### src/rtl/mem_access_arbiter_if.sv
// mem_access_arbiter_if: requester and memory-port signals shared by the arbiter and its neighbours.
interface mem_access_arbiter_if #(parameter int AW = 32, parameter int DW = 32);
  logic          if_req, if_ack, d_req, d_rw, d_wb, d_ack, err, busy, mfa, read_write, word_byte, mfc;
  logic [AW-1:0] if_addr, d_addr, mem_addr;
  logic [DW-1:0] d_wdata, rdata, mem_wdata, mem_rdata;
  modport slave (
    input  if_req, if_addr, d_req, d_rw, d_wb, d_addr, d_wdata, mem_rdata, mfc,
    output if_ack, d_ack, rdata, err, busy, mfa, read_write, word_byte, mem_addr, mem_wdata
  );
  modport master (
    output if_req, if_addr, d_req, d_rw, d_wb, d_addr, d_wdata, mem_rdata, mfc,
    input  if_ack, d_ack, rdata, err, busy, mfa, read_write, word_byte, mem_addr, mem_wdata
  );
endinterface

### src/rtl/mem_access_arbiter.sv
// mem_access_arbiter: round-robin fetch/data arbiter sequencing one MFA/MFC memory port with timeout.
module mem_access_arbiter #(
  parameter int AW      = 32,
  parameter int DW      = 32,
  parameter int TIMEOUT = 15
) (
  input logic                clk,
  input logic                rst_n,
  mem_access_arbiter_if.slave bus
);
  localparam int CW = $clog2(TIMEOUT + 1);
  typedef enum logic [1:0] {IDLE, ADDR, WAIT, DONE} state_e;
  state_e        state_q;
  logic          ptr_q, gnt_q, if_ack_q, d_ack_q, err_q, busy_q, mfa_q, rw_q, wb_q;
  logic [CW-1:0] cnt_q;
  logic [AW-1:0] addr_q;
  logic [DW-1:0] wdata_q, rdata_q;
  logic          d_win;
  // ptr_q=1 favours the data side when both request
  assign d_win = bus.d_req && (!bus.if_req || ptr_q);
  always_ff @(posedge clk or negedge rst_n) begin
    if (!rst_n) begin
      state_q  <= IDLE;
      ptr_q    <= 1'b0;
      gnt_q    <= 1'b0;
      if_ack_q <= 1'b0;
      d_ack_q  <= 1'b0;
      err_q    <= 1'b0;
      busy_q   <= 1'b0;
      mfa_q    <= 1'b0;
      rw_q     <= 1'b0;
      wb_q     <= 1'b0;
      cnt_q    <= '0;
      addr_q   <= '0;
      wdata_q  <= '0;
      rdata_q  <= '0;
    end else begin
      case (state_q)
        IDLE: if (!bus.mfc && (bus.if_req || bus.d_req)) begin
          gnt_q   <= d_win;
          addr_q  <= d_win ? bus.d_addr : bus.if_addr;
          rw_q    <= d_win ? bus.d_rw : 1'b1;
          wb_q    <= d_win ? bus.d_wb : 1'b1;
          wdata_q <= d_win ? bus.d_wdata : '0;
          busy_q  <= 1'b1;
          state_q <= ADDR;
        end
        ADDR: begin
          cnt_q   <= '0;
          mfa_q   <= 1'b1;
          state_q <= WAIT;
        end
        WAIT: begin
          cnt_q <= cnt_q + CW'(1);
          // MFC takes priority over a timeout landing in the same cycle
          if (bus.mfc || cnt_q == CW'(TIMEOUT - 1)) begin
            mfa_q    <= 1'b0;
            err_q    <= !bus.mfc;
            rdata_q  <= (bus.mfc && rw_q) ? bus.mem_rdata : '0;
            if_ack_q <= !gnt_q;
            d_ack_q  <= gnt_q;
            state_q  <= DONE;
          end
        end
        DONE: begin
          if_ack_q <= 1'b0;
          d_ack_q  <= 1'b0;
          busy_q   <= 1'b0;
          ptr_q    <= !gnt_q;
          state_q  <= IDLE;
        end
        default: state_q <= IDLE;
      endcase
    end
  end
  assign bus.if_ack     = if_ack_q;
  assign bus.d_ack      = d_ack_q;
  assign bus.rdata      = rdata_q;
  assign bus.err        = err_q;
  assign bus.busy       = busy_q;
  assign bus.mfa        = mfa_q;
  assign bus.read_write = rw_q;
  assign bus.word_byte  = wb_q;
  assign bus.mem_addr   = addr_q;
  assign bus.mem_wdata  = wdata_q;
endmodule

### src/flat_wrapper.sv
// flat-port wrapper written by rule: the top's interface ports become plain ports
module mem_access_arbiter_flat 
#(
  parameter int AW      = 32,
  parameter int DW      = 32,
  parameter int TIMEOUT = 15
)
  (clk, rst_n, bus_if_req, bus_if_addr, bus_d_req, bus_d_rw, bus_d_wb, bus_d_addr, bus_d_wdata, bus_mem_rdata, bus_mfc, bus_if_ack, bus_d_ack, bus_rdata, bus_err, bus_busy, bus_mfa, bus_read_write, bus_word_byte, bus_mem_addr, bus_mem_wdata);
  mem_access_arbiter_if #(.AW(AW), .DW(DW)) bus_i ();
  input logic clk;
  input logic rst_n;
  input wire logic [$bits(bus_i.if_req)-1:0] bus_if_req;
  input wire logic [$bits(bus_i.if_addr)-1:0] bus_if_addr;
  input wire logic [$bits(bus_i.d_req)-1:0] bus_d_req;
  input wire logic [$bits(bus_i.d_rw)-1:0] bus_d_rw;
  input wire logic [$bits(bus_i.d_wb)-1:0] bus_d_wb;
  input wire logic [$bits(bus_i.d_addr)-1:0] bus_d_addr;
  input wire logic [$bits(bus_i.d_wdata)-1:0] bus_d_wdata;
  input wire logic [$bits(bus_i.mem_rdata)-1:0] bus_mem_rdata;
  input wire logic [$bits(bus_i.mfc)-1:0] bus_mfc;
  output wire logic [$bits(bus_i.if_ack)-1:0] bus_if_ack;
  output wire logic [$bits(bus_i.d_ack)-1:0] bus_d_ack;
  output wire logic [$bits(bus_i.rdata)-1:0] bus_rdata;
  output wire logic [$bits(bus_i.err)-1:0] bus_err;
  output wire logic [$bits(bus_i.busy)-1:0] bus_busy;
  output wire logic [$bits(bus_i.mfa)-1:0] bus_mfa;
  output wire logic [$bits(bus_i.read_write)-1:0] bus_read_write;
  output wire logic [$bits(bus_i.word_byte)-1:0] bus_word_byte;
  output wire logic [$bits(bus_i.mem_addr)-1:0] bus_mem_addr;
  output wire logic [$bits(bus_i.mem_wdata)-1:0] bus_mem_wdata;
  assign bus_i.if_req = bus_if_req;
  assign bus_i.if_addr = bus_if_addr;
  assign bus_i.d_req = bus_d_req;
  assign bus_i.d_rw = bus_d_rw;
  assign bus_i.d_wb = bus_d_wb;
  assign bus_i.d_addr = bus_d_addr;
  assign bus_i.d_wdata = bus_d_wdata;
  assign bus_i.mem_rdata = bus_mem_rdata;
  assign bus_i.mfc = bus_mfc;
  assign bus_if_ack = bus_i.if_ack;
  assign bus_d_ack = bus_i.d_ack;
  assign bus_rdata = bus_i.rdata;
  assign bus_err = bus_i.err;
  assign bus_busy = bus_i.busy;
  assign bus_mfa = bus_i.mfa;
  assign bus_read_write = bus_i.read_write;
  assign bus_word_byte = bus_i.word_byte;
  assign bus_mem_addr = bus_i.mem_addr;
  assign bus_mem_wdata = bus_i.mem_wdata;
  mem_access_arbiter #(.AW(AW), .DW(DW), .TIMEOUT(TIMEOUT)) u_core (.clk(clk), .rst_n(rst_n), .bus(bus_i));
endmodule
### config.mk
export PLATFORM = sky130hd
export DESIGN_NAME = mem_access_arbiter_flat
export DESIGN_NICKNAME = d
export VERILOG_FILES = /design/src/rtl/mem_access_arbiter_if.sv /design/src/rtl/mem_access_arbiter.sv /design/src/flat_wrapper.sv
export SDC_FILE = /design/constraint.sdc
export NUM_CORES = 1
export LEC_CHECK = 0
export ABC_AREA = 1
export CORE_UTILIZATION = 37
export DETAILED_ROUTE_END_ITERATION = 16
export PLACE_DENSITY = 0.77
export SLEW_MARGIN = 20
export SYNTH_ARGS = -nofsm -noshare
export SYNTH_HDL_FRONTEND = slang
export SYNTH_SLANG_ARGS = --single-unit
### constraint.sdc
create_clock -name clk -period 1.25 [get_ports clk]
set_input_delay 0.1875 -clock clk [delete_from_list [all_inputs] [get_ports clk]]
set_output_delay 0.1875 -clock clk [all_outputs]
set_load 0.05 [all_outputs]
==> qor.csv, run 1 <==
metric;value;unit
grt_pass1_wl;27.3;mm
power_density;2920;mW/mm^2
met2_usage;43.2;%
finalHoldViolCount;0;
fin_crit;1.35;ns
end_kind;flop;
p_leak;0.00467;uW
rrSetupSlack;-0.1;ns
vias;5145;
numCtsBuffers;9;
path_clk_slew;0.07;ns
place.gp.congestion;0.832;
ys_ff_latch;111;
maxCapViolCount;0;
antenna_found_initial;0;
synth_cell_types;22;
grtUsageTotal;25.2;%
coreArea;0.0128;mm^2
fin_skew;0.00649;ns
wl_per_cell;16.5;um
dr.pass1.iters;4;
busiest_layer;met2;
hold_class;primary input to asynchronous set/reset pin;
avgSynthCellArea;8.10;um^2
crit_path_max_fanout;16;
max-vdd-ir-drop;1.44;mV
finish.utilization;76.1;%
yosysTopAreaCell;dfrtp_1;
yosys_warnings;0;
period_share;108;%
grtUsageMet3;5.77;%
cts.sinks;111;
diodes;0;
htreeDepth;3;
fin_cells;1055;
drt-vias-per-instance;4.88;
setup_viol;104;
final_layout_size_suffix_gt1_share;29.3;%
rsz0062_at_grt;yes;
dp_hpwl;11.5;mm
grt_max_degree;48;
die_w;118;um
grt_use_met1;29.7;%
drc;0;
fmax;741;MHz
status;complete, but fails checks;
reg2reg_to;u_core.bus.mem_wdata[23];
drt_wl_total;17.4;mm
tightest_slew;0.264;ns
netlist_instances;612;
rr_startpoint;u_core.state_q[0];
crit_required;1.54;ns
violations;negative setup slack;
num_io_pins;238;
layout.nets;1018;
synth_area_leaders;dfrtp_1, nand2_1, nand3_1;
grt_overflow_total;0;
die_y;118;um
dp_cells;1019;
r2r_cells;7;
synth_area;0.00496;mm^2
crit_type;flop to flop;
dieArea;0.0139;mm^2
rows;41;
port_buffers;237;
worst_slack;-0.0996;ns
cts_tree;done;
cts-root-buf;clkbuf_16;
syn2layout_area_growth;96.9;%
antenna_left;0;
slew_headroom;82.4;%
grt_pass1_vias;5198;
yosysSeqAreaShare;56.0;%
initial_utilization;38.7;%
arrival;1.64;ns
drt_iter0_drc;279;
cts.path.max_buffers;2;
critPathLaunchType;flop;
clk_latency;0.35;ns
finalHoldWorstSlack;0.249;ns
synth_top_area_share;56.0;%
final_max_slew_viol_count;0;
synth_nets;752;
dpl_worst_slack;-0.277;ns
-- synth_stat cells --
cell type / instances
nand3_1: 40
o21ai_1: 9
nand2_1: 324
buf_6: 3
nand2_2: 2
buf_4: 8
clkbuf_1: 11
a21boi_0: 1
ha_1: 5
nand4_1: 2
o22ai_1: 1
a21oi_1: 1
dfrtp_1: 111
nor2_4: 1
buf_2: 10
nor2_1: 7
inv_2: 3
buf_1: 2
o21ai_0: 28
nand3b_1: 15
inv_1: 27
nand3_4: 1
-- routing by layer --
metal  vias up  wire [um]
met3        42       1290
met5         -          0
li1       2437          -
met4         0        644
met2       231       8690
met1      2435       6750
-- layout make-up --
class | count | area [um^2]
fill | 842 | 3060
tap | 172 | 215
sequential | 111 | 2780
clock buffer | 12 | 267
inverter | 30 | 128
clock inverter | 4 | 52.6
timing repair buffer | 288 | 4090
multi-input combinational | 438 | 2230
-- logic make-up after synthesis --
family | after synthesis | synth area share (%)
adder cells (fa/ha/maj) | 5 | 1.26
AO/OA/AOI/OAI | 40 | 4.11
AND/OR/NAND/NOR | 392 | 32.5
buffers and inverters | 64 | 6.16
flip-flops | 111 | 56.0
-- cell usage in the layout (no fill, tap or decap), drive strengths merged --
cell type and instances:
inv 29, clkbuf 15, nand3b 15, o21ai 37
nand3 41, a21boi 1, o22ai 1, nand4 2
nand2 327, ha 5, nor2 8, clkdlybuf4s50 133
clkinv 4, buf 151, a21oi 1, dfrtp 111
dlygate4sd3 1, bufinv 1
-- power breakdown --
group,total [uW],internal [uW],switching (uW)
sequential,7270,5300,1970
clock,3050,1720,1330
combinational,18200,8640,9520
total,28500,15700,12800
-- worst max-delay path: stages, from the launching register on --
cell and delay (ns):
dfrtp_1 0.39, inv_2 0.09, ha_4 0.15, nand3_4 0.09
nor2_4 0.22, buf_12 0.19, nand2_1 0.09, nand2_1 0.06
-- state kept, by name, indices dropped and copies added, names as in the netlist, 2 cells and up --
signal	cells
u_core.bus.mem_wdata	32
u_core.cnt_q	4
u_core.bus.mem_addr	32
u_core.state_q	2
u_core.bus.rdata	32
-- how the worst max path moves through the flow --
| stage | to | cells after the start | startpoint |
|---|---|---|---|
| 5_1_grt | u_core.bus.mem_wdata[8] | 7 | u_core.state_q[0] |
| 2_1_floorplan | u_core.bus.rdata[11] | 9 | u_core.cnt_q[0] |
| 3_5_place_dp | u_core.bus.mem_wdata[23] | 8 | bus_d_req |
| 6_report | u_core.bus.mem_wdata[23] | 7 | u_core.state_q[0] |
| 4_1_cts | u_core.bus.mem_addr[13] | 9 | u_core.state_q[1] |
| 3_3_place_gp | u_core.bus.mem_wdata[17] | 7 | bus_mfc |
-- per-stage QoR --
step / total power, uW / TNS, ns / area (um^2)
2_1_floorplan: 14700 / -2.47 / 4990
6_report: 28500 / -5.66 / 9760
5_1_grt: 29700 / -13.35 / 9760
4_1_cts: 28200 / -5.42 / 9550
3_3_place_gp: 23800 / -20.03 / 8750
3_5_place_dp: 24100 / -22.70 / 8750
-- repair_timing --
action | 4_1_cts | 5_1_grt
pin swaps | 13 | 30
setup endpoints to repair | 102 | 111
resized for setup | 57 | 66
hold buffers | 1 | 0
endpoints found under the hold margin | 69 | 0
setup buffers | 10 | 2
gates cloned | 7 | 3
(Power assumes the default switching activity.)
==> run 2: changes to the inputs <==
--- a/config.mk
+++ b/config.mk
@@ -6,8 +6,10 @@
 export NUM_CORES = 1
 export LEC_CHECK = 0
 export ABC_AREA = 1
+export CORE_MARGIN = 4
 export CORE_UTILIZATION = 37
 export DETAILED_ROUTE_END_ITERATION = 16
+export MAX_ROUTING_LAYER = met4
 export PLACE_DENSITY = 0.77
 export SLEW_MARGIN = 20
 export SYNTH_ARGS = -nofsm -noshare
==> run 2 against run 1 <==
The flow still finishes with violations (negative setup slack). Count of clock-buffer cells in the layout up 2. Flip-flop and latch count unchanged. Highest routed layer unchanged. Final area rose by 3.1%. Clock skew about the same. Setup slack got worse by 0.023 ns. Critical path depth increased by 1.
==> qor.csv, run 2 (same netlist as run 1, synthesis figures left out) <==
metric;value;unit;change
vias;5169;;was 5145
rows;42;;was 41
layout_commonest_cell;nand2_1;;unchanged
clk_latency;0.34;ns;was 0.35 ns
drc;0;;unchanged
initial_utilization;37.6;%;was 38.7%
fin_cells;1062;;was 1055
end_kind;flop;;unchanged
final_layout_size_suffix_gt1_share;35.4;%;was 29.3%
critPathLaunchType;flop;;unchanged
numCtsBuffers;9;;unchanged
diodes;0;;unchanged
fillers;832;;was 842
final_max_slew_viol_count;0;;unchanged
cts.path.max_buffers;2;;unchanged
coreArea;0.0132;mm^2;was 0.0128 mm^2
htreeDepth;3;;unchanged
crit_required;1.53;ns;was 1.54 ns
hold_class;primary input to flop;;was primary input to asynchronous set/reset pin
cp_cell_sequence;inv_2, ha_4, nand3_4, nor2_4, buf_12, buf_12, nand2_1, nand2_1;;was inv_2, ha_4, nand3_4, nor2_4, buf_12, nand2_1, nand2_1
dp_cells;1024;;was 1019
dieArea;0.0153;mm^2;was 0.0139 mm^2
syn2layout_area_growth;103;%;was 96.9%
die_y;124;um;was 118 um
layout.nets;1021;;was 1018
grtUsageTotal;22.5;%;was 25.2%
finish.utilization;76.3;%;was 76.1%
dp_hpwl;12.2;mm;was 11.5 mm
cts.sinks;111;;unchanged
setup_tns;-8.06;ns;was -5.66 ns
path_clk_slew;0.07;ns;about the same
critPathSlowestCell;dfrtp_1;;unchanged
grt_pass1_wl;25.8;mm;was 27.3 mm
drt_wl_total;18.9;mm;was 17.4 mm
max_stage_delay;0.39;ns;about the same
setup_viol;101;;was 104
crit_type;flop to flop;;unchanged
path_buf_inv;3;;was 2
arrival;1.65;ns;was 1.64 ns
drt-vias-per-instance;4.87;;was 4.88
grt_max_degree;70;;was 48
num_io_pins;238;;unchanged
tightest_slew;0.522;ns;was 0.264 ns
max-vdd-ir-drop;1.34;mV;was 1.44 mV
fin_crit;1.37;ns;was 1.35 ns
dr.pass1.iters;4;;unchanged
violations;negative setup slack;;unchanged
fin_skew;0.00666;ns;was 0.00649 ns
cts-root-buf;clkbuf_16;;unchanged
maxCapViolCount;0;;unchanged
drt_iter0_drc;378;;was 279
grt_pass1_vias;5047;;was 5198
finalHoldWorstSlack;0.384;ns;was 0.249 ns
slew_headroom;65.2;%;was 82.4%
period_share;110;%;was 108%
place.gp.congestion;0.830;;was 0.832
antenna_left;0;;unchanged
crit_path_max_fanout;8;;was 16
wl_per_cell;17.8;um;was 16.5 um
finalHoldViolCount;0;;unchanged
p_leak;0.00484;uW;was 0.00467 uW
power_density;2910;mW/mm^2;was 2920 mW/mm^2
worst_slack;-0.123;ns;was -0.0996 ns
grt_overflow_total;0;;unchanged
antenna_found_initial;0;;unchanged
fmax;728;MHz;was 741 MHz
rsz0062_at_grt;yes;;unchanged
crit_family;flip-flops;;was simple AND/OR/NAND/NOR gates
cts_tree;done;;unchanged
final_cell_mix;nand2_1, clkdlybuf4s50_1, buf_12;;unchanged
status;complete, but fails checks;;unchanged
die_w;124;um;was 118 um
port_buffers;237;;unchanged
## run 2: changes by cell type in the layout (fill, tap and decap cells not counted), moves of 12 or more
cell and delta:
o21ai_1 -16, nand2_4 +12, nand2_1 -42, o21ai_2 +14, nand2_2 +31
## run 2: path summary, 6_finish.rpt
kind                                       endpoint               from  slack [ns]  cells past startpoint
max                         u_core.bus.mem_wdata[9]  u_core.state_q[0]       -0.12                      8
min reg2reg                            u_core.ptr_q       u_core.ptr_q        0.50                      2
max in group asynchronous      u_core.bus.rdata[17]              rst_n        0.37                      3
max reg2reg                 u_core.bus.mem_wdata[9]  u_core.state_q[0]       -0.12                      8
min                        u_core.bus.mem_wdata[15]    bus_d_wdata[15]        0.38                      3
min in group asynchronous  u_core.bus.mem_wdata[24]              rst_n        0.41                      3
## run 2: worst min-delay path, cell delays in order
cell and delay (ns):
clkdlybuf4s50_1 0.40, nand2_1 0.06, nand2_1 0.04
## run 2: layout make-up
class	count	area, um^2	area share (%)
Multi-Input combinational cell	437	2410	23.9
Sequential cell	111	2780	27.6
Tap cell	176	220	2.19
Timing Repair Buffer	292	4190	41.6
Clock buffer	14	284	2.82
Inverter	30	128	1.27
Clock inverter	2	60.1	0.597
## run 2: per-layer routing
| layer | track usage (%) | part of all wire, % | vias to the layer above |
|---|---|---|---|
| li1 | - | - | 2438 |
| met3 | 5.18 | 7.8 | 34 |
| met1 | 26.5 | 38 | 2471 |
| met2 | 38.0 | 52 | 226 |
| met4 | 7.61 | 2.6 | 0 |
| met5 | - | 0 | - |
## run 2: through the flow
step	power, uW	cell area, um^2	worst slack, ns
final	29300	10100	-0.123
after global routing	30600	10100	-0.184
after CTS	28000	9410	-0.0973
after detailed placement	24300	8770	-0.269
after global placement	24000	8770	-0.216
after floorplan	14700	4990	-0.0808
## run 2: where the power goes
group	leakage, uW	internal (uW)	total (uW)	switching [uW]
Sequential	0.00145	5300	7320	2020
Clock	0.000169	1980	3250	1270
Combinational	0.00322	8960	18800	9800
Total	0.00484	16200	29300	13100
## run 2: timing repair
item                                   4_1_cts  5_1_grt
resized for setup                           43      134
pin swaps                                    6       17
setup endpoints to repair                  106      110
endpoints found under the hold margin      111        0
cloned                                       5        6
hold buffers                                 1        0
buffers inserted                             5        6
==> run 3: changes to the inputs <==
--- a/config.mk
+++ b/config.mk
@@ -10,7 +10,7 @@
 export CORE_UTILIZATION = 37
 export DETAILED_ROUTE_END_ITERATION = 16
 export MAX_ROUTING_LAYER = met4
-export PLACE_DENSITY = 0.77
+export PLACE_DENSITY = 0.78
 export SLEW_MARGIN = 20
 export SYNTH_ARGS = -nofsm -noshare
 export SYNTH_HDL_FRONTEND = slang
==> constraint.sdc (replaced) <==
create_clock -name clk -period 1.25 [get_ports clk]
set_input_delay 0.25 -clock clk [delete_from_list [all_inputs] [get_ports clk]]
set_output_delay 0.25 -clock clk [all_outputs]
set_load 0.05 [all_outputs]
==> run 3 against run 2 <==
The flow still finishes with violations (negative setup slack). Final area decreased by 4.0%. Via count decreased by 1.4%. Worst hold slack got worse by 0.00079 ns. Non-clock buffer count decreased by 3. Utilization shrank 3.0 points. Setup slack lost 0.057 ns. Sequential power hardly changed. Critical path depth is 1 lower. Wire length shrank 4.5%. Largest power group unchanged.
==> qor.csv, run 3 (same netlist as run 1, synthesis figures left out) <==
metric;value;unit;change
antenna_found_initial;0;;unchanged
grt_max_degree;77;;was 70
drt-vias-per-instance;4.81;;was 4.87
coreArea;0.0132;mm^2;unchanged
max-vdd-ir-drop;1.35;mV;was 1.34 mV
power_frac_comb;63.5;%;was 64.0%
fin_skew;0.00859;ns;was 0.00666 ns
final_max_slew_viol_count;0;;unchanged
fin_crit;1.43;ns;was 1.37 ns
power_density;2970;mW/mm^2;was 2910 mW/mm^2
cts.sinks;111;;unchanged
setup_viol;102;;was 101
grt_overflow_total;0;;unchanged
final_layout_size_suffix_gt1_share;25.7;%;was 35.4%
crit_path_max_fanout;7;;was 8
end_kind;flop;;unchanged
hold_class;primary input to flop;;unchanged
dp_cells;1027;;was 1024
grt_pass1_vias;5131;;was 5047
fillers;890;;was 832
intPower;15800;uW;was 16200 uW
drt_wl_total;18.1;mm;was 18.9 mm
swShare;44.9;%;was 44.6%
clk_latency;0.35;ns;was 0.34 ns
crit_type;flop to flop;;unchanged
pwr-share-clk;11.0;%;was 11.1%
syn2layout_area_growth;94.9;%;was 103%
place.gp.congestion;0.831;;was 0.830
grtUsageTotal;22.2;%;was 22.5%
layout.nets;1019;;was 1021
path_clk_slew;0.07;ns;about the same
cpMostUsedCell;nand2_4;;
fin_cells;1060;;was 1062
power;28700;uW;was 29300 uW
finish.utilization;73.3;%;was 76.3%
cp_cell_sequence;inv_2, ha_4, nand3_4, nand2_4, nand2_4, clkbuf_16, o21ai_1;;was inv_2, ha_4, nand3_4, nor2_4, buf_12, buf_12, nand2_1, nand2_1
diodes;0;;unchanged
drt_iter0_drc;245;;was 378
wl_per_cell;17.0;um;was 17.8 um
multiInputGateArea;0.00209;mm^2;was 0.00241 mm^2
arrival;1.68;ns;was 1.65 ns
htreeDepth;3;;unchanged
rsz0062_at_grt;yes;;unchanged
p_switching;12900;uW;was 13100 uW
p_leak;0.00466;uW;was 0.00484 uW
finalHoldViolCount;0;;unchanged
die_y;124;um;unchanged
crit_required;1.50;ns;was 1.53 ns
regArea;0.00278;mm^2;about the same
final_cell_mix;nand2_1, clkdlybuf4s50_1, buf_12;;unchanged
critPathLaunchType;flop;;unchanged
violations;negative setup slack;;unchanged
seqPwrFrac;25.5;%;was 25.0%
die_w;124;um;unchanged
port_buffers;237;;unchanged
layout_commonest_cell;nand2_1;;unchanged
cts_tree;done;;unchanged
worst_slack;-0.180;ns;was -0.123 ns
grt_pass1_wl;25.4;mm;was 25.8 mm
critPathSlowestCell;dfrtp_1;;unchanged
num_io_pins;238;;unchanged
setup_tns;-6.21;ns;was -8.06 ns
fmax;699;MHz;was 728 MHz
max_stage_delay;0.39;ns;about the same
vias;5097;;was 5169
cts-root-buf;clkbuf_16;;unchanged
drc;0;;unchanged
crit_family;flip-flops;;unchanged
maxCapViolCount;0;;unchanged
numCtsBuffers;9;;unchanged
slew_headroom;70.9;%;was 65.2%
cts.path.max_buffers;2;;unchanged
dr.pass1.iters;4;;unchanged
period_share;114;%;was 110%
antenna_left;0;;unchanged
rows;42;;unchanged
dp_hpwl;12.6;mm;was 12.2 mm
initial_utilization;37.6;%;unchanged
status;complete, but fails checks;;unchanged
tightest_slew;0.437;ns;was 0.522 ns
dieArea;0.0153;mm^2;unchanged
path_buf_inv;2;;was 3
[run 3: changes by cell type in the layout (fill, tap and decap cells not counted), sizes merged]
cell,before,now
buf,153,149
clkbuf,19,16
clkdlybuf4s50,133,132
clkinv,1,2
clkinvlp,0,1
dlymetal6s2s,0,1
inv,29,31
nand2,326,327
[run 3: power groups by stage]
stage | Combinational, uW | Sequential, uW | Clock, uW
finish | 18200 | 7320 | 3150
global route | 19100 | 7510 | 3400
CTS | 17600 | 7220 | 3230
detailed placement | 17100 | 7240 | 0
global placement | 16900 | 7120 | 0
floorplan | 2870 | 11900 | 0
[run 3: worst min-delay path: stages]
cell	delay (ns)
dlymetal6s2s_1	0.17
inv_2	0.07
nand2_2	0.08
nand4_1	0.07
nand2_1	0.05
[run 3: final timing paths]
kind,startpoint,end,cells after the start,slack [ns]
worst max-delay path,u_core.cnt_q[0],u_core.bus.rdata[10],7,-0.18
worst min-delay path,bus_d_req,u_core.bus.busy,5,0.38
worst max register to register,u_core.cnt_q[0],u_core.bus.rdata[10],7,-0.18
worst min register to register,u_core.ptr_q,u_core.ptr_q,2,0.53
max in group asynchronous,rst_n,u_core.bus.read_write,3,0.40
min in group asynchronous,rst_n,u_core.bus.mem_wdata[11],3,0.46
[run 3: cell type report]
| class | instances | area share (%) |
|---|---|---|
| timing repair buffer | 289 | 42.7 |
| inverter | 30 | 1.22 |
| tap | 176 | 2.28 |
| clock buffer | 10 | 2.47 |
| clock inverter | 6 | 0.958 |
| sequential | 111 | 28.8 |
| multi-input combinational | 438 | 21.6 |
[run 3: metrics by stage]
step	hold slack, ns	setup WS (ns)	instance area [um^2]
3_5_place_dp	0.320	-0.433	8810
5_1_grt	0.411	-0.227	9670
3_3_place_gp	0.318	-0.424	8810
6_report	0.383	-0.180	9670
2_1_floorplan	-0.0456	-0.0808	4990
4_1_cts	0.413	-0.0757	9320
[run 3: repair_timing]
item | 4_1_cts | 5_1_grt
gates resized for setup | 36 | 41
endpoints found under the setup margin | 108 | 107
hold buffers | 1 | 0
cloned | 3 | 10
pin swaps | 8 | 5
setup buffers | 2 | 2
hold endpoints to repair | 111 | 0
[run 3: per-layer routing]
metal / global-route usage, % / wire [um] / up-vias
met5: - / 0 / -
met4: 9.83 / 619 / 0
met3: 6.63 / 1630 / 43
met2: 37.8 / 9260 / 200
met1: 23.9 / 6540 / 2414
li1: - / - / 2440
==> RTL change 1: new RTL, config.mk and constraints of run 1 <==
Re-encode `state_e` (4 states) as one-hot, 4 bits wide.
--- a/src/rtl/mem_access_arbiter.sv
+++ b/src/rtl/mem_access_arbiter.sv
@@ -11,3 +11,3 @@
   localparam int CW = $clog2(TIMEOUT + 1);
-  typedef enum logic [1:0] {IDLE, ADDR, WAIT, DONE} state_e;
+  typedef enum logic [3:0] {IDLE = 4'b0001, ADDR = 4'b0010, WAIT = 4'b0100, DONE = 4'b1000} state_e;
   state_e        state_q;
Formal check against the unedited RTL: no difference found for any inputs over 10 cycles, from zero or initial values and one cycle with rst_n low; not proved beyond that.
==> RTL change 1 against run 1 <==
- the run still ends with negative setup slack left
- highest routed layer unchanged
- routed wire length decreased by 0.78%
- setup slack got worse by 0.035 ns
- hold slack got worse by 0.0016 ns
- core utilization decreased by 0.19 points
- sequential cell count increased by 2
- global-route usage decreased by 1.9 points
- largest power group unchanged
- non-clock buffer count increased by 7
- design area increased by 2.6%
- sequential share of layout area decreased by 0.21 points
- power decreased by 7.0%
- area after synthesis increased by 0.73%
==> RTL change 1: results (changes against run 1) <==
Met2 Usage GRT = 0.399 (-0.0327)
Detailed Place HPWL = 11,100 um (-3.1%)
Clk tree area frac = 0.0666 (+0.0339)
CTS resizes = 27 (-53%)
Static Leak = 4.68 nW (+0.14%)
Slew @ Worst Pin = 0.362 ns (+0.0985 ns)
Multi-input gates = 449 (+2.5%)
Buffer share of cell area = 0.417 (-0.00208)
Nets = 1,027 (+0.88%)
Vias in the first global route = 5,037 (-3.1%)
Share of cells above drive strength 1 = 0.269 (-0.0242)
Clock sinks = 113 (+1.8%)
Placed instance area = 8840 um^2 (+1.1%)
Signal inverters = 14 (-53%)
Seq/Total Area, Yosys = 0.566 (+0.00620)
Gp weighted congestion = 0.823 (-1.1%)
Failing checks = negative setup slack
Maximum fanout along the worst path = 6 (-10)
Register Area = 2830 um^2 (+1.8%)
Largest net degree at the start of global routing = 38 (-21%)
Setup violations, final = 110 (+5.8%)
Post-CTS setup buffers = 1 (-9)
Fin util = 0.759 (-0.00192)
Final WS setup = -0.135 ns (-0.0351 ns)
Clk Latency, worst-skew pair = 0.42 ns (+0.07 ns)
FP Rows = 42 (+2.4%)
Crit path DAT = 1.68 ns (+0.04 ns)
Clkbuf count = 20 (+8)
Buffers excl. clock = 295 (+2.4%)
Top cells by count, synth = 310 x nand2_1, 112 x dfrtp_1, 59 x o21ai_1, 43 x nand3_1, 20 x buf_2
Status = finished, violations left
Dpl ws = -0.434 ns (-0.157 ns)
==> RTL change 1: worst paths after layout <==
check | startpoint | end | slack (ns) | cells past startpoint
setup / recovery | u_core.state_q[1] | u_core.bus.rdata[6] | -0.13 | 7
max in group asynchronous | rst_n | u_core.bus.mem_addr[20] | 0.46 | 3
hold / removal | rst_n | u_core.bus.rdata[31] | 0.25 | 2
hold reg to reg | u_core.ptr_q | u_core.ptr_q | 0.50 | 2
setup reg to reg | u_core.state_q[1] | u_core.bus.rdata[6] | -0.13 | 7
min in group clk | bus_d_wdata[10] | u_core.bus.mem_wdata[10] | 0.32 | 3
==> RTL change 1: per-stage QoR <==
| step | setup TNS [ns] | hold slack (ns) | total power [mW] | instances |
|---|---|---|---|---|
| CTS | -4.12 | 0.236 | 26.2 | 1061 |
| global placement | -31.27 | 0.122 | 20.1 | 1026 |
| detailed placement | -32.75 | 0.126 | 20.3 | 1026 |
| global route | -16.06 | 0.255 | 27.5 | 1079 |
| floorplan | -1.56 | -0.108 | 12.6 | 612 |
| finish | -9.11 | 0.247 | 26.5 | 1079 |
==> RTL change 1: cells by family after synthesis <==
group / count (synthesis) / synth area share
compound gates: 76 / 0.0784
buf+inv: 51 / 0.0549
flops: 113 / 0.566
fa+ha+maj: 2 / 0.00501
xor+xnor: 1 / 0.00175
simple gates: 369 / 0.294
==> RTL change 1: routing by layer <==
metal / vias to the layer above / share of wire / wire length [um]
met3: 39 / 0.076 / 1300
met2: 238 / 0.51 / 8750
met1: 2483 / 0.39 / 6670
li1: 2500 / - / -
met5: - / 0 / 0
met4: 0 / 0.030 / 509
==> RTL change 1: report_power, final <==
part	leakage, nW	internal (mW)	switching (mW)
sequential	1.49	5.06	1.60
combinational	2.85	6.81	7.54
clock	0.333	3.82	1.67
==> RTL change 2: new RTL, flow settings as in run 1 <==
Without the edit above. `AW` is set to 32 in 3 places; all go to 64.
--- a/src/rtl/mem_access_arbiter_if.sv
+++ b/src/rtl/mem_access_arbiter_if.sv
@@ -1,3 +1,3 @@
 // mem_access_arbiter_if: requester and memory-port signals shared by the arbiter and its neighbours.
-interface mem_access_arbiter_if #(parameter int AW = 32, parameter int DW = 32);
+interface mem_access_arbiter_if #(parameter int AW = 64, parameter int DW = 32);
   logic          if_req, if_ack, d_req, d_rw, d_wb, d_ack, err, busy, mfa, read_write, word_byte, mfc;
--- a/src/rtl/mem_access_arbiter.sv
+++ b/src/rtl/mem_access_arbiter.sv
@@ -2,3 +2,3 @@
 module mem_access_arbiter #(
-  parameter int AW      = 32,
+  parameter int AW      = 64,
   parameter int DW      = 32,
--- a/src/flat_wrapper.sv
+++ b/src/flat_wrapper.sv
@@ -3,3 +3,3 @@
 #(
-  parameter int AW      = 32,
+  parameter int AW      = 64,
   parameter int DW      = 32,
Interface: changed (resized bus_d_addr, bus_if_addr and bus_mem_addr); port bits go from 238 to 334. No check against the original RTL was run, so the function may have changed too.
==> RTL change 2 against run 1 <==
- the run still ends with negative setup slack left
- synthesized cell count up 40%
- via count up 38%
- fmax down 5.6%
- design area up 33%
- power up 33%
- setup slack worse by 0.081 ns
- sequential power up 29%
- area after synthesis up 35%
- routed wire length up 42%
- critical path depth up 1
- die area up 34%
- sequential cell count up 32
==> RTL change 2: results (changes against run 1) <==
Static Leak = 6.31 nW (+35%)
Worst VDD drop = 2290 uV (+59%)
Vias after detailed routing = 7,124 (+38%)
Status = finished, violations left
Routed wire length = 24,600 um (+42%)
Maximum fanout along the worst path = 9 (-7)
Setup violations, final = 140 (+35%)
Seq/Total Area, Yosys = 0.536 (-0.0244)
Slew @ Worst Pin = 0.321 ns (+0.0573 ns)
Overall routing resource usage = 0.247 (-0.00494)
DRT iter0 DRCs = 437 (+57%)
Top cells by count, synth = 422 x nand2_1, 143 x dfrtp_1, 72 x nand3_1, 60 x inv_1, 47 x nand3b_1
Htree depth = 4 (+1)
Failing checks = negative setup slack
Detailed Place HPWL = 16,900 um (+47%)
Complex-gate fraction of the synthesized area = 0.0305 (-0.0106)
Final WS setup = -0.180 ns (-0.0807 ns)
Largest net degree at the start of global routing = 65 (+35%)
Syn nets = 1,058 (+41%)
Gp weighted congestion = 0.834 (+0.28%)
First-pass GRT wire length = 34,900 um (+28%)
Synth area leaders = dfrtp_1 54%, nand2_1 24%, nand3_1 5.4%
CTS Buf Count = 17 (+8)
Clk Latency, worst-skew pair = 0.42 ns (+0.07 ns)
Vias in the first global route = 6,862 (+32%)
Share of cells above drive strength 1 = 0.224 (-0.0692)
==> RTL change 2: cell count changes in the layout (fill, tap and decap cells not counted), sizes merged <==
cell / before / now
clkbuf: 15 / 25
nand3b: 15 / 47
clkdlybuf4s50: 133 / 196
inv: 29 / 67
nand3: 41 / 73
dfrtp: 111 / 143
bufinv: 1 / 3
clkinvlp: 0 / 2
nand2: 327 / 422
buf: 151 / 180
==> RTL change 2: metal layers <==
| metal | track usage | share of wire |
|---|---|---|
| met5 | 0 | 0 |
| met3 | 0.0869 | 0.087 |
| met2 | 0.437 | 0.52 |
| met1 | 0.266 | 0.36 |
| met4 | 0.107 | 0.034 |
==> RTL change 2: worst max-delay path, cell delays in order, from the launching register on <==
cell and delay [ns]:
dfrtp_1 0.39, inv_2 0.08, ha_4 0.14, nand3_4 0.09, nand2_4 0.12, nand2_8 0.12
clkbuf_16 0.19, nand2_2 0.09, o21ai_2 0.08
==> RTL change 2: kinds of logic after synthesis <==
kind of cell | count (synthesis)
flops | 143
fa+ha+maj | 5
simple gates | 552
buf+inv | 114
compound gates | 40
==> RTL change 2: cell type report <==
type,count,share of cell area
inverter,62,0.0181
clock inverter,14,0.0138
multi-input combinational,597,0.218
timing repair buffer,384,0.419
clock buffer,18,0.0339
tap,225,0.0217
sequential,143,0.276
==> RTL change 2: per-stage QoR <==
step	setup TNS [ns]	util	std cells	total power, mW	setup WS (ns)
after floorplan	-1.78	-	854	19.2	-0.0640
after detailed placement	-42.20	0.680	1396	31.7	-0.393
final	-10.67	0.742	1443	38.0	-0.180
after global routing	-19.31	0.742	1443	39.5	-0.208
after global placement	-40.25	0.680	1396	31.2	-0.376
after CTS	-10.11	0.719	1430	37.2	-0.117
==> RTL change 2: power groups by stage <==
stage               Combinational, mW  Sequential (mW)  Clock (mW)
floorplan                        3.80             15.4           0
global placement                 22.0             9.24           0
detailed placement               22.4             9.32           0
CTS                              22.5             9.31        5.40
global route                     24.2             9.63        5.60
finish                           23.2             9.41        5.34
==> RTL change 2: what timing repair did <==
item	CTS	global route
gates resized for setup	12	50
setup endpoints to repair	136	142
hold buffers	1	0
pin swaps	0	3
buffers inserted	0	4
gates cloned	1	9
hold endpoints to repair	143	0
==> RTL change 2: worst paths after layout <==
check	from	end	slack [ns]	cells past startpoint
worst max-delay path	u_core.cnt_q[0]	u_core.bus.rdata[0]	-0.18	8
worst min-delay path	rst_n	u_core.bus.mem_addr[31]	0.21	2
worst max register to register	u_core.cnt_q[0]	u_core.bus.rdata[0]	-0.18	8
worst min register to register	u_core.gnt_q	u_core.ptr_q	0.54	1
max in group asynchronous	rst_n	u_core.bus.mem_wdata[0]	0.51	3
min in group clk	bus_d_req	u_core.bus.busy	0.24	5
